## config.mk

```make
export PLATFORM = sky130hd
export DESIGN_NAME = fp16_norm_round_flat
export DESIGN_NICKNAME = d
export VERILOG_FILES = /design/src/rtl/fp16_pkg.sv /design/src/rtl/fp16_norm_round_if.sv /design/src/rtl/fp16_round.sv /design/src/rtl/fp16_norm_round.sv /design/src/flat_wrapper.sv
export SDC_FILE = /design/constraint.sdc
export NUM_CORES = 1
export LEC_CHECK = 0
export CAP_MARGIN = 20
export CORE_MARGIN = 10
export CORE_UTILIZATION = 47
export CTS_CLUSTER_DIAMETER = 50
export CTS_CLUSTER_SIZE = 16
export DETAILED_ROUTE_END_ITERATION = 10
export GPL_TIMING_DRIVEN = 0
export PLACE_DENSITY = 0.87
export SLEW_MARGIN = 20
export SYNTH_ARGS = -nofsm -noshare
export SYNTH_HDL_FRONTEND = slang
export SYNTH_SLANG_ARGS = --single-unit
```

## constraint.sdc

```tcl
create_clock -name clk -period 2.01 [get_ports clk]
set_input_delay 0.603 -clock clk [delete_from_list [all_inputs] [get_ports clk]]
set_output_delay 0.603 -clock clk [all_outputs]
set_load 0.005 [all_outputs]
```

## src/rtl/fp16_pkg.sv

```systemverilog
// Shared types and constants for the fp16 multiplier normalize/round slice.
//   BIAS_DEF : default exponent bias
//   EXP_INF  : all-ones exponent field used for infinity
//   MANT_W   : stored mantissa width
//   PROD_W   : width of the hidden-one mantissa product
//   norm_t   : stage-1 register contents (normalized, not yet rounded)
//   res_t    : packed binary16 result plus status flags
package fp16_pkg;

   localparam int unsigned BIAS_DEF = 15;
   localparam logic [4:0]  EXP_INF  = 5'h1F;
   localparam int unsigned MANT_W   = 10;
   localparam int unsigned PROD_W   = 22;

   typedef struct packed {
      logic              sign;
      logic [8:0]        exp;     // two's complement, unbiased-then-rebiased
      logic [MANT_W-1:0] mant;
      logic              guard;
      logic              sticky;
      logic              zero;
   } norm_t;

   typedef struct packed {
      logic [15:0] result;
      logic        ovf;
      logic        unf;
      logic        inexact;
   } res_t;

endpackage

```

## src/rtl/fp16_norm_round_if.sv

```systemverilog
// Handshake bundle between the fp16 multiplier core, the normalize/round
// stage and its consumer.
//   in_*  : product terms from the multiplier core with valid/ready
//   out_* : packed binary16 result and flags with valid/ready
// Modports: master = product source / result sink, slave = the stage.
interface fp16_norm_round_if #(
   parameter int unsigned EXP_W = 7
);
   import fp16_pkg::*;

   logic              in_valid;
   logic              in_ready;
   logic              in_sign;
   logic [EXP_W-1:0]  in_exp_sum;
   logic [PROD_W-1:0] in_mant_prod;
   logic              in_zero;
   logic              out_valid;
   logic              out_ready;
   logic [15:0]       out_result;
   logic              out_ovf;
   logic              out_unf;
   logic              out_inexact;

   modport master (
      output in_valid, in_sign, in_exp_sum, in_mant_prod, in_zero, out_ready,
      input  in_ready, out_valid, out_result, out_ovf, out_unf, out_inexact
   );

   modport slave (
      input  in_valid, in_sign, in_exp_sum, in_mant_prod, in_zero, out_ready,
      output in_ready, out_valid, out_result, out_ovf, out_unf, out_inexact
   );

endinterface

```

## src/rtl/fp16_round.sv

```systemverilog
// Combinational round-and-pack for a normalized fp16 product.
//   norm_i : normalized sign/exponent/mantissa with guard and sticky bits
//   res_o  : packed binary16 result plus ovf/unf/inexact
// Build macro FP16_RNE_EN: defined selects round-to-nearest-even, undefined
// selects truncation (inexact is still reported).
module fp16_round
   import fp16_pkg::*;
(
   input  norm_t norm_i,
   output res_t  res_o
);

   logic              round_up;
   logic [MANT_W:0]   mant_sum;
   logic signed [9:0] exp_s;

   always_comb begin
`ifdef FP16_RNE_EN
      round_up = norm_i.guard & (norm_i.sticky | norm_i.mant[0]);
`else
      round_up = 1'b0;
`endif
      mant_sum = {1'b0, norm_i.mant} + {{MANT_W{1'b0}}, round_up};
      // Mantissa carry-out bumps the exponent; the wrapped mantissa is already 0.
      exp_s    = 10'(signed'(norm_i.exp)) + 10'(mant_sum[MANT_W]);

      res_o = '0;
      if (norm_i.zero) begin
         res_o.result = {norm_i.sign, 15'h0};
      end else if (exp_s >= 10'sd31) begin
         res_o.result  = {norm_i.sign, EXP_INF, 10'h0};
         res_o.ovf     = 1'b1;
         res_o.inexact = 1'b1;
      end else if (exp_s <= 10'sd0) begin
         // No subnormals: anything below the normal range flushes to zero.
         res_o.result  = {norm_i.sign, 15'h0};
         res_o.unf     = 1'b1;
         res_o.inexact = 1'b1;
      end else begin
         res_o.result  = {norm_i.sign, exp_s[4:0], mant_sum[MANT_W-1:0]};
         res_o.inexact = norm_i.guard | norm_i.sticky;
      end
   end

endmodule

```

## src/rtl/fp16_norm_round.sv

```systemverilog
// Two-stage normalize-and-round pipeline for the fp16 multiplier.
//   clk   : rising-edge clock
//   rst_n : synchronous active-low reset, discards all in-flight products
//   bus   : slave side of fp16_norm_round_if (product in, result out)
// Stage 1 normalizes the 22-bit product, stage 2 holds the rounded result.
// Build macro FP16_RNE_EN selects rounding mode inside fp16_round.
module fp16_norm_round
   import fp16_pkg::*;
#(
   parameter int unsigned BIAS  = BIAS_DEF,
   parameter int unsigned EXP_W = 7
) (
   input logic              clk,
   input logic              rst_n,
   fp16_norm_round_if.slave bus
);

   logic             s1_valid_q, s1_valid_d;
   logic             s2_valid_q, s2_valid_d;
   logic             s1_load, s2_load, s2_adv;
   norm_t            s1_q, s1_d;
   res_t             s2_q, rnd;
   logic [EXP_W-1:0] exp_sum;
   logic [8:0]       exp_unb;

   assign exp_sum = bus.in_exp_sum;

   // Handshake: a stage loads when empty or when its successor advances.
   always_comb begin
      s2_adv       = !s2_valid_q | bus.out_ready;
      bus.in_ready = !s1_valid_q | s2_adv;
      s1_load      = bus.in_valid & bus.in_ready;
      s2_load      = s1_valid_q & s2_adv;
      s1_valid_d   = s1_load | (s1_valid_q & !s2_adv);
      s2_valid_d   = s2_load | (s2_valid_q & !bus.out_ready);
   end

   // Stage 1: normalize so the hidden one sits just above mant.
   always_comb begin
      s1_d      = '0;
      s1_d.sign = bus.in_sign;
      s1_d.zero = bus.in_zero;
      exp_unb   = 9'(exp_sum) - 9'(BIAS);
      if (bus.in_mant_prod[PROD_W-1]) begin
         s1_d.mant   = bus.in_mant_prod[20:11];
         s1_d.guard  = bus.in_mant_prod[10];
         s1_d.sticky = |bus.in_mant_prod[9:0];
         s1_d.exp    = exp_unb + 9'd1;
      end else begin
         s1_d.mant   = bus.in_mant_prod[19:10];
         s1_d.guard  = bus.in_mant_prod[9];
         s1_d.sticky = |bus.in_mant_prod[8:0];
         s1_d.exp    = exp_unb;
      end
   end

   fp16_round u_round (
      .norm_i (s1_q),
      .res_o  (rnd)
   );

   always_ff @(posedge clk) begin
      if (!rst_n) begin
         s1_valid_q <= 1'b0;
         s2_valid_q <= 1'b0;
         s2_q       <= '0;
      end else begin
         s1_valid_q <= s1_valid_d;
         s2_valid_q <= s2_valid_d;
         if (s2_load) begin
            s2_q <= rnd;
         end
      end
   end

   always_ff @(posedge clk) begin
      if (s1_load) begin
         s1_q <= s1_d;
      end
   end

   // Outputs read zero whenever no result is being presented.
   always_comb begin
      bus.out_valid   = s2_valid_q;
      bus.out_result  = s2_valid_q ? s2_q.result : 16'h0;
      bus.out_ovf     = s2_valid_q & s2_q.ovf;
      bus.out_unf     = s2_valid_q & s2_q.unf;
      bus.out_inexact = s2_valid_q & s2_q.inexact;
   end

endmodule

```

## src/flat_wrapper.sv

```systemverilog
// flat-port wrapper written by rule: the top's interface ports become plain ports
module fp16_norm_round_flat import fp16_pkg::*;
#(
   parameter int unsigned BIAS  = BIAS_DEF,
   parameter int unsigned EXP_W = 7
)
  (clk, rst_n, bus_in_valid, bus_in_sign, bus_in_exp_sum, bus_in_mant_prod, bus_in_zero, bus_out_ready, bus_in_ready, bus_out_valid, bus_out_result, bus_out_ovf, bus_out_unf, bus_out_inexact);
  fp16_norm_round_if #(.EXP_W(EXP_W)) bus_i ();
  input logic clk;
  input logic rst_n;
  input wire logic [$bits(bus_i.in_valid)-1:0] bus_in_valid;
  input wire logic [$bits(bus_i.in_sign)-1:0] bus_in_sign;
  input wire logic [$bits(bus_i.in_exp_sum)-1:0] bus_in_exp_sum;
  input wire logic [$bits(bus_i.in_mant_prod)-1:0] bus_in_mant_prod;
  input wire logic [$bits(bus_i.in_zero)-1:0] bus_in_zero;
  input wire logic [$bits(bus_i.out_ready)-1:0] bus_out_ready;
  output wire logic [$bits(bus_i.in_ready)-1:0] bus_in_ready;
  output wire logic [$bits(bus_i.out_valid)-1:0] bus_out_valid;
  output wire logic [$bits(bus_i.out_result)-1:0] bus_out_result;
  output wire logic [$bits(bus_i.out_ovf)-1:0] bus_out_ovf;
  output wire logic [$bits(bus_i.out_unf)-1:0] bus_out_unf;
  output wire logic [$bits(bus_i.out_inexact)-1:0] bus_out_inexact;
  assign bus_i.in_valid = bus_in_valid;
  assign bus_i.in_sign = bus_in_sign;
  assign bus_i.in_exp_sum = bus_in_exp_sum;
  assign bus_i.in_mant_prod = bus_in_mant_prod;
  assign bus_i.in_zero = bus_in_zero;
  assign bus_i.out_ready = bus_out_ready;
  assign bus_in_ready = bus_i.in_ready;
  assign bus_out_valid = bus_i.out_valid;
  assign bus_out_result = bus_i.out_result;
  assign bus_out_ovf = bus_i.out_ovf;
  assign bus_out_unf = bus_i.out_unf;
  assign bus_out_inexact = bus_i.out_inexact;
  fp16_norm_round #(.BIAS(BIAS), .EXP_W(EXP_W)) u_core (.clk(clk), .rst_n(rst_n), .bus(bus_i));
endmodule
```

# == Yosys cells after proc, flatten, opt, wreduce, memory -nomap -nowiden ==
# Index checks and enable logic that the tools add are counted.
# op_classes
addsub,2
n_mul,0
div,0
n_lt_le_gt_ge,2
eq_ne,0
shifts,0
n_mux,11
n_bitwise,12
reduce_logical,6
# op_table
operator,count
$mux 15,3
$mux 21,1
$mux 16,1
$reduce_or 10->1,1
$add 9x1->9 const B,1
$ge 9x6->1 const B,1
$le 9x1->1 const B,1
$reduce_or 9->1,1
$sub 7x4->8 const B,1
$and 1x1->1,7
$mux 1,5
$or 1x1->1,5
$logic_not 1->1,4
$mux 3,1
# totals
reg_bits,44
latchBits,0
mem_bits_rw,0
mem_bits_ro,0
in_bits,35
out_inout_bits,21
elab_cells,45
n_memories,0

# == Logic depth before layout (Yosys ltp) ==
# Gate-level depths: netlist (run 1).
# depth
ltp_word,5
ltp_mapped,6
depth_no_buf,6

# == By module ==
# From an unflattened synthesis (run 1), not the netlist that was laid out.
# unflattened
cells_unflattened,242
hier_area_um2,2402.3
# modules_own_cells
module,n_inst,cells_each,area_per_inst_um2,seq_area_each_um2
fp16_norm_round,1,200,2097.0,1111.1
fp16_round,1,42,305.3,0.0

# == Worst setup path before layout (run 1) ==
# No wires, ideal clock.
# synth_timing
kind,input-to-reg
startpoint,input port bus_in_exp_sum[0]
endpoint,"register u_core.s1_q[20] (netlist bit), data pin"
setup_time_ps,207
t_arrival_ps,1598
t_required_ps,1803
setup_slack_ps,205
cell_stages,4
n_path_buf,0
cell_sequence,ha_1 -> xor2_1 -> a32o_1 -> a2111oi_0
# synth_rtl
element,line_no,rtl
start: declaration,flat_wrapper.sv:13,input wire logic [$bits(bus_i.in_exp_sum)-1:0] bus_in_exp_sum;
end signal: assignment,fp16_norm_round.sv:78,s1_q <= s1_d;
end: declaration,fp16_norm_round.sv:21,"norm_t s1_q, s1_d;"

==> metrics, run 1 <==
clock latency at the later pin of the worst-skew pair=0.30 ns; Synth Area in Compound Gates=0.1486; Yosys cell types=39; final instance area=2864 um^2; PwrDens=~670 nW/um^2; Post-synth EDFFs=23; pin count of the biggest net entering global routing=24; combinational share of power=0.130; Num CTS Buffers=5; TritonRoute pass-1 iters=4; layout cells sized above 1=0.1941; most common cell after layout, fill and taps aside=clkdlybuf4s50_1; Initial Util=0.4945; top_reg_cell synth=edfxtp_1; DR vias/cell=between 5 and 6; number of synthesized register bits=44; Sw Share=0.2204; Post-Synth XOR/XNOR Area=0.03467; Mapped Area=slightly above 2000 um^2; post-route ant nets=0; Port Buf Inserts=54; part of the power in the clock network=0.340; Max VDD drop=approximately 0.53 mV; initial antenna violation count=0; clock root cell=clkbuf_8; Hold WC Path Type=reg -> reg; # IOs=56; Die ar.=roughly 7300 um^2; Die Y=85.57 um; global-route wire length before repair=about 7.4 mm; final setup violation count=0; Slew headroom=0.6469; Syn. warnings=0; Int Pwr=between 1000 and 1500 uW; Leakage Power=roughly 0.0012 uW; CTS sink cnt=44; clock buffer depth=2; final core occ=0.7009; Post-Synth Adder-Cell Area=0.01858; area grow syn2layout=41.73%; nets=274; syn_area_per_cell=around 12 um^2; Final period util=0.9823; H-tree levels=2; Global Route Usage Sum=0.1235; worst slew pin tran=~0.53 ns; DR WL/cell=about 16 um; Worst path slowest cell=clkdlybuf4s50_1; mux cell area share after synthesis=0.06687; Final Hold Viols=0; crit path cell chain=clkdlybuf4s50_1 -> ha_1 -> nand2_1 -> xor2_1 -> o21ai_0 -> xnor2_1; largest family of logic cells by synthesized area=simple AND/OR/NAND/NOR gates; Fmax=506.5 MHz; Pins Over Slew Limit=0; Cell Area, Placed=2624 um^2; die width=85.57 um; register area share after synthesis=0.5498; critical path class=in -> reg; critical path capture point type=flop; DR vias=1532; GRT Residual Overflow=0; Crit path largest cell delay=0.56 ns; skew final=0.005262 ns; Setup crit start kind=input port; Arr. time, crit path=a little over 2 ns; Critical Path RT=2.06 ns; n_diodes=0; Routed WL=4.690 mm; Mapped Cells=about 170; max_cap viols=0; Post-DP HPWL=about 3.3 mm; Post-Syn Nets=between 200 and 250; GPL Wtd Cong=0.8472; initial drt markers=between 90 and 100; most frequent cells in the layout=31 x clkdlybuf4s50_1, 23 x edfxtp_1, 20 x dfxtp_1; # DRC=0; outcome=finished, final reports clean; vias in the first global route=1546; Post-CTS Hold Fix Bufs=0; CTS tree=built; Max FO, Critical Path=3; row count=23; switching pwr=about 420 uW; fraction of registers with async set/reset=0; Final Critical Period=approximately 2 ns; core area=just over 4000 um^2; Seq pwr share=0.531; simple-gate portion of the synthesized area=0.1567; clock slew at reported path FFs=roughly 0.080 ns
power groups by stage:
stage / clock network (uW) / registers [uW] / logic (uW)
2_1_floorplan: 0 / 1030 / 115
5_1_grt: 688 / 1020 / 272
6_report: 653 / 1020 / 249
3_5_place_dp: 0 / 1040 / 218
3_3_place_gp: 0 / 1040 / 213
4_1_cts: 658 / 1020 / 233
worst paths after layout:
check,from,endpoint,slack (ns),cells after the start
max,bus_in_exp_sum[2],u_core.s1_q[17],0.04,6
min,u_core.s2_q[1],u_core.s2_q[1],0.45,1
max reg2reg,u_core.s1_q[18],u_core.s2_q[0],0.19,5
min reg2reg,u_core.s2_q[1],u_core.s2_q[1],0.45,1
cell families after synthesis:
group,Yosys count
AO/OA/AOI/OAI,39
XOR/XNOR,8
adder cells (fa/ha/maj),3
buffers and inverters,11
flip-flops,44
multiplexers,12
AND/OR/NAND/NOR,54
sequential cells by signal, indices dropped and copies added (netlist names):
signal,count
u_core.bus.out_valid,1
u_core.s1_q,23
u_core.s1_valid_q,1
u_core.s2_q,19
worst max-delay path, delay by kind of cell:
| family | cells | cell delay (ns) |
|---|---|---|
| xor gates and xnor gates | 2 | 0.27 |
| buffers and inverters | 1 | 0.56 |
| and+or+nand+nor | 1 | 0.12 |
| AOI/OAI and AO/OA | 1 | 0.25 |
| adders and majority gates | 1 | 0.21 |
through the flow:
stage	hold slack, ns	power [uW]	TNS [ns]	setup WS, ns	instances
after floorplan	0.4180	1147	0	0.2049	171
after global placement	0.4299	1249	-17.19	-0.4877	275
after detailed placement	0.4337	1256	-19.89	-0.5263	275
after CTS	0.4524	1908	0	0.001981	285
after global routing	0.4703	1984	-0.09381	-0.06305	287
final	0.4507	1921	0	0.03561	287
synth_stat cells (4+ instances only):
master / count / area, um^2
mux2_2: 12 / 135.1
edfxtp_1: 23 / 690.7
a22o_1: 10 / 87.58
nand3_1: 6 / 30.03
xnor2_1: 4 / 35.03
and2_1: 21 / 131.4
o21ai_0: 7 / 35.03
a21boi_0: 7 / 52.55
xor2_1: 4 / 35.03
nand2_1: 12 / 45.04
clkbuf_1: 5 / 18.77
dfxtp_1: 21 / 420.4
layer usage:
metal  part of all wire  up-vias  global-route usage
met3              0.068       13             0.05109
li1                   -      757                   -
met5                  0        -                   0
met4              0.028        0             0.06886
met2               0.48       59              0.1982
met1               0.43      703              0.1354
final cells by class:
type	instances	area, um^2
plain buffers	8	58.81
flip-flops and latches	44	1112
clock inverters	3	37.54
well taps	50	62.56
clock buffers	5	68.82
fillers	288	1222
multi-input cells	116	948.4
repair buffers	58	564.3
inverters	3	11.26
repair_timing:
item                       in CTS  in global routing
gates cloned                    0                  0
pin swaps                       2                  3
resized for setup              36                 17
setup endpoints to repair      50                 27
setup buffers                   2                  2
Note: power is estimated with default switching activity, not from simulation.
==> run 2, diff against run 1 <==
--- a/config.mk
+++ b/config.mk
@@ -9,7 +9,6 @@
 export CORE_MARGIN = 10
 export CORE_UTILIZATION = 47
 export CTS_CLUSTER_DIAMETER = 50
-export CTS_CLUSTER_SIZE = 16
 export DETAILED_ROUTE_END_ITERATION = 10
 export GPL_TIMING_DRIVEN = 0
 export PLACE_DENSITY = 0.87
==> results of run 2 <==
No change in the layout: final DEF, timing and power equal those of run 1.
==> run 3, diff against run 2 <==
--- a/config.mk
+++ b/config.mk
@@ -9,9 +9,11 @@
 export CORE_MARGIN = 10
 export CORE_UTILIZATION = 47
 export CTS_CLUSTER_DIAMETER = 50
+export CTS_CLUSTER_SIZE = 20
 export DETAILED_ROUTE_END_ITERATION = 10
 export GPL_TIMING_DRIVEN = 0
 export PLACE_DENSITY = 0.87
+export SKIP_LAST_GASP = 1
 export SLEW_MARGIN = 20
 export SYNTH_ARGS = -nofsm -noshare
 export SYNTH_HDL_FRONTEND = slang
==> run 3 against run 2 <==
Net effect:
- via count fell by 0.59%
- global-route usage did not move
- worst setup slack improved by 0.0059 ns
- non-clock buffer count fell by 1
- core utilization fell by 0.31 points
- clock power barely moved
- first-iteration DRC count fell by 15%
- design area fell by 0.44%
- clock skew fell by 0.00068 ns
- wire length fell by 1.3%
- sequential cell count did not move
- worst hold slack barely moved
==> metrics, run 3 (synthesis results as in run 1) <==
initial antenna violation count=0; max_cap viols=0; layout cells sized above 1=0.1864; top flop regs=u_core.s1_q (23), u_core.s2_q (19); DR WL/cell=around 16 um; clock buffer depth=2; Pins Over Slew Limit=0; n_diodes=0; clock slew at reported path FFs=0.08 ns; clock root cell=clkbuf_8; post-route ant nets=0; vias in the first global route=between 1500 and 2000; CTS tree=built; initial drt markers=a little under 80; CTS sink cnt=44; Final Critical Period=between 1.5 and 2 ns; r2r setup slk=around 0.19 ns; critical path capture point type=flop; die width=85.57 um; Reg2Reg Capture Point=u_core.s2_q[0]; final instance area=about 2900 um^2; H-tree levels=2; DR vias/cell=roughly 5.3; GRT Residual Overflow=0; r2r worst-path depth=5; Initial Util=0.4945; Slew headroom=0.6476; worst hold path depth=1; final core occ=0.6978; Port Buf Inserts=54; global-route wire length before repair=roughly 7.4 mm; Leakage Power=between 0.001 and 0.0015 uW; area grow syn2layout=41.11%; worst slew pin tran=~0.53 ns; Post-CTS Hold Fix Bufs=0; Die ar.=7322 um^2; Fmax=a little over 500 MHz; Routed WL=4.629 mm; Max VDD drop=0.5217 mV; Global Route Usage Sum=0.1235; core area=about 4100 um^2; Cell Area, Placed=between 2000 and 3000 um^2; critical path class=in -> reg; GPL Wtd Cong=between 0.8 and 0.9; # IOs=56; PwrDens=671.8 nW/um^2; hold worst-path end=u_core.s2_q[1]; pin count of the biggest net entering global routing=24; Arr. time, crit path=approximately 2.1 ns; Final Hold Viols=0; TritonRoute pass-1 iters=4; Final period util=0.9794; outcome=finished, final reports clean; Max FO, Critical Path=6; Die Y=around 86 um; clock latency at the later pin of the worst-skew pair=0.30 ns; final setup violation count=0; Critical Path RT=about 2.1 ns; Setup crit start kind=input port; nets=about 270; Biggest register=u_core.s1_q; RR Startpoint=u_core.s1_q[18]; most common cell after layout, fill and taps aside=clkdlybuf4s50_1; DR vias=1523; filler cell count=a little under 300; skew final=roughly 0.0046 ns; Post-DP HPWL=3.299 mm; row count=23; most frequent cells in the layout=31 x clkdlybuf4s50_1, 23 x edfxtp_1, 20 x dfxtp_1; hold_sp=u_core.s2_q[1]; Num CTS Buffers=5; # DRC=0; Hold WC Path Type=reg -> reg; max reg flops=23
run 3: changes by cell type in the layout (fill, tap and decap cells not counted), sizes merged:
| cell | delta |
|---|---|
| buf | -1 |
| clkbuf | -1 |
| clkdlybuf4s15 | +1 |
run 3: cell type report:
type,count,area (um^2),share of cell area
flip-flops and latches,44,1112,0.3901
multi-input cells,116,938.4,0.3291
repair buffers,57,561.8,0.1970
clock buffers,5,68.82,0.02413
well taps,50,62.56,0.02194
plain buffers,8,58.81,0.02062
clock inverters,3,37.54,0.01316
inverters,3,11.26,0.003949
run 3: worst max path at each step:
| stage | start | endpoint | cells after the start |
|---|---|---|---|
| 2_1_floorplan | bus_in_exp_sum[0] | u_core.s1_q[20] | 4 |
| 3_3_place_gp | bus_in_exp_sum[0] | u_core.s1_q[21] | 6 |
| 3_5_place_dp | bus_in_exp_sum[0] | u_core.s1_q[21] | 6 |
| 4_1_cts | bus_out_ready | u_core.s2_q[4] | 5 |
| 5_1_grt | bus_in_exp_sum[0] | u_core.s1_q[20] | 6 |
| 6_report | bus_in_exp_sum[0] | u_core.s1_q[20] | 6 |
run 3: repair_timing:
item,4_1_cts,5_1_grt
setup endpoints to repair,50,27
setup buffers,2,1
pin swaps,1,2
endpoints found under the hold margin,0,0
resized for setup,35,16
gates cloned,0,0
run 3: through the flow:
step	setup TNS (ns)	cells	total power [uW]	worst slack, ns	hold slack [ns]
finish	0	286	1916	0.04150	0.4507
global route	-0.005850	286	1980	-0.005850	0.4703
CTS	-0.01438	285	1908	-0.009896	0.4524
detailed placement	-19.89	275	1256	-0.5263	0.4337
global placement	-17.19	275	1249	-0.4877	0.4299
floorplan	0	171	1147	0.2049	0.4180
run 3: where the power goes:
| part | total, uW | internal [uW] | switching (uW) |
|---|---|---|---|
| Clock | 651 | 362 | 289 |
| Sequential | 1020 | 998 | 21.5 |
| Combinational | 246 | 136 | 109 |
| Total | 1920 | 1500 | 420 |
run 3: per-layer routing:
layer / vias up / part of all wire / GRT usage
li1: 753 / - / -
met4: 0 / 0.020 / 0.06886
met2: 57 / 0.48 / 0.1982
met1: 704 / 0.43 / 0.1354
met5: - / 0 / 0
met3: 9 / 0.067 / 0.05109
run 3: worst max-delay path, stage by stage:
cell	delay (ns)
clkdlybuf4s15_1	0.32
inv_1	0.13
ha_4	0.29
inv_1	0.04
a32o_2	0.31
a2111oi_4	0.37
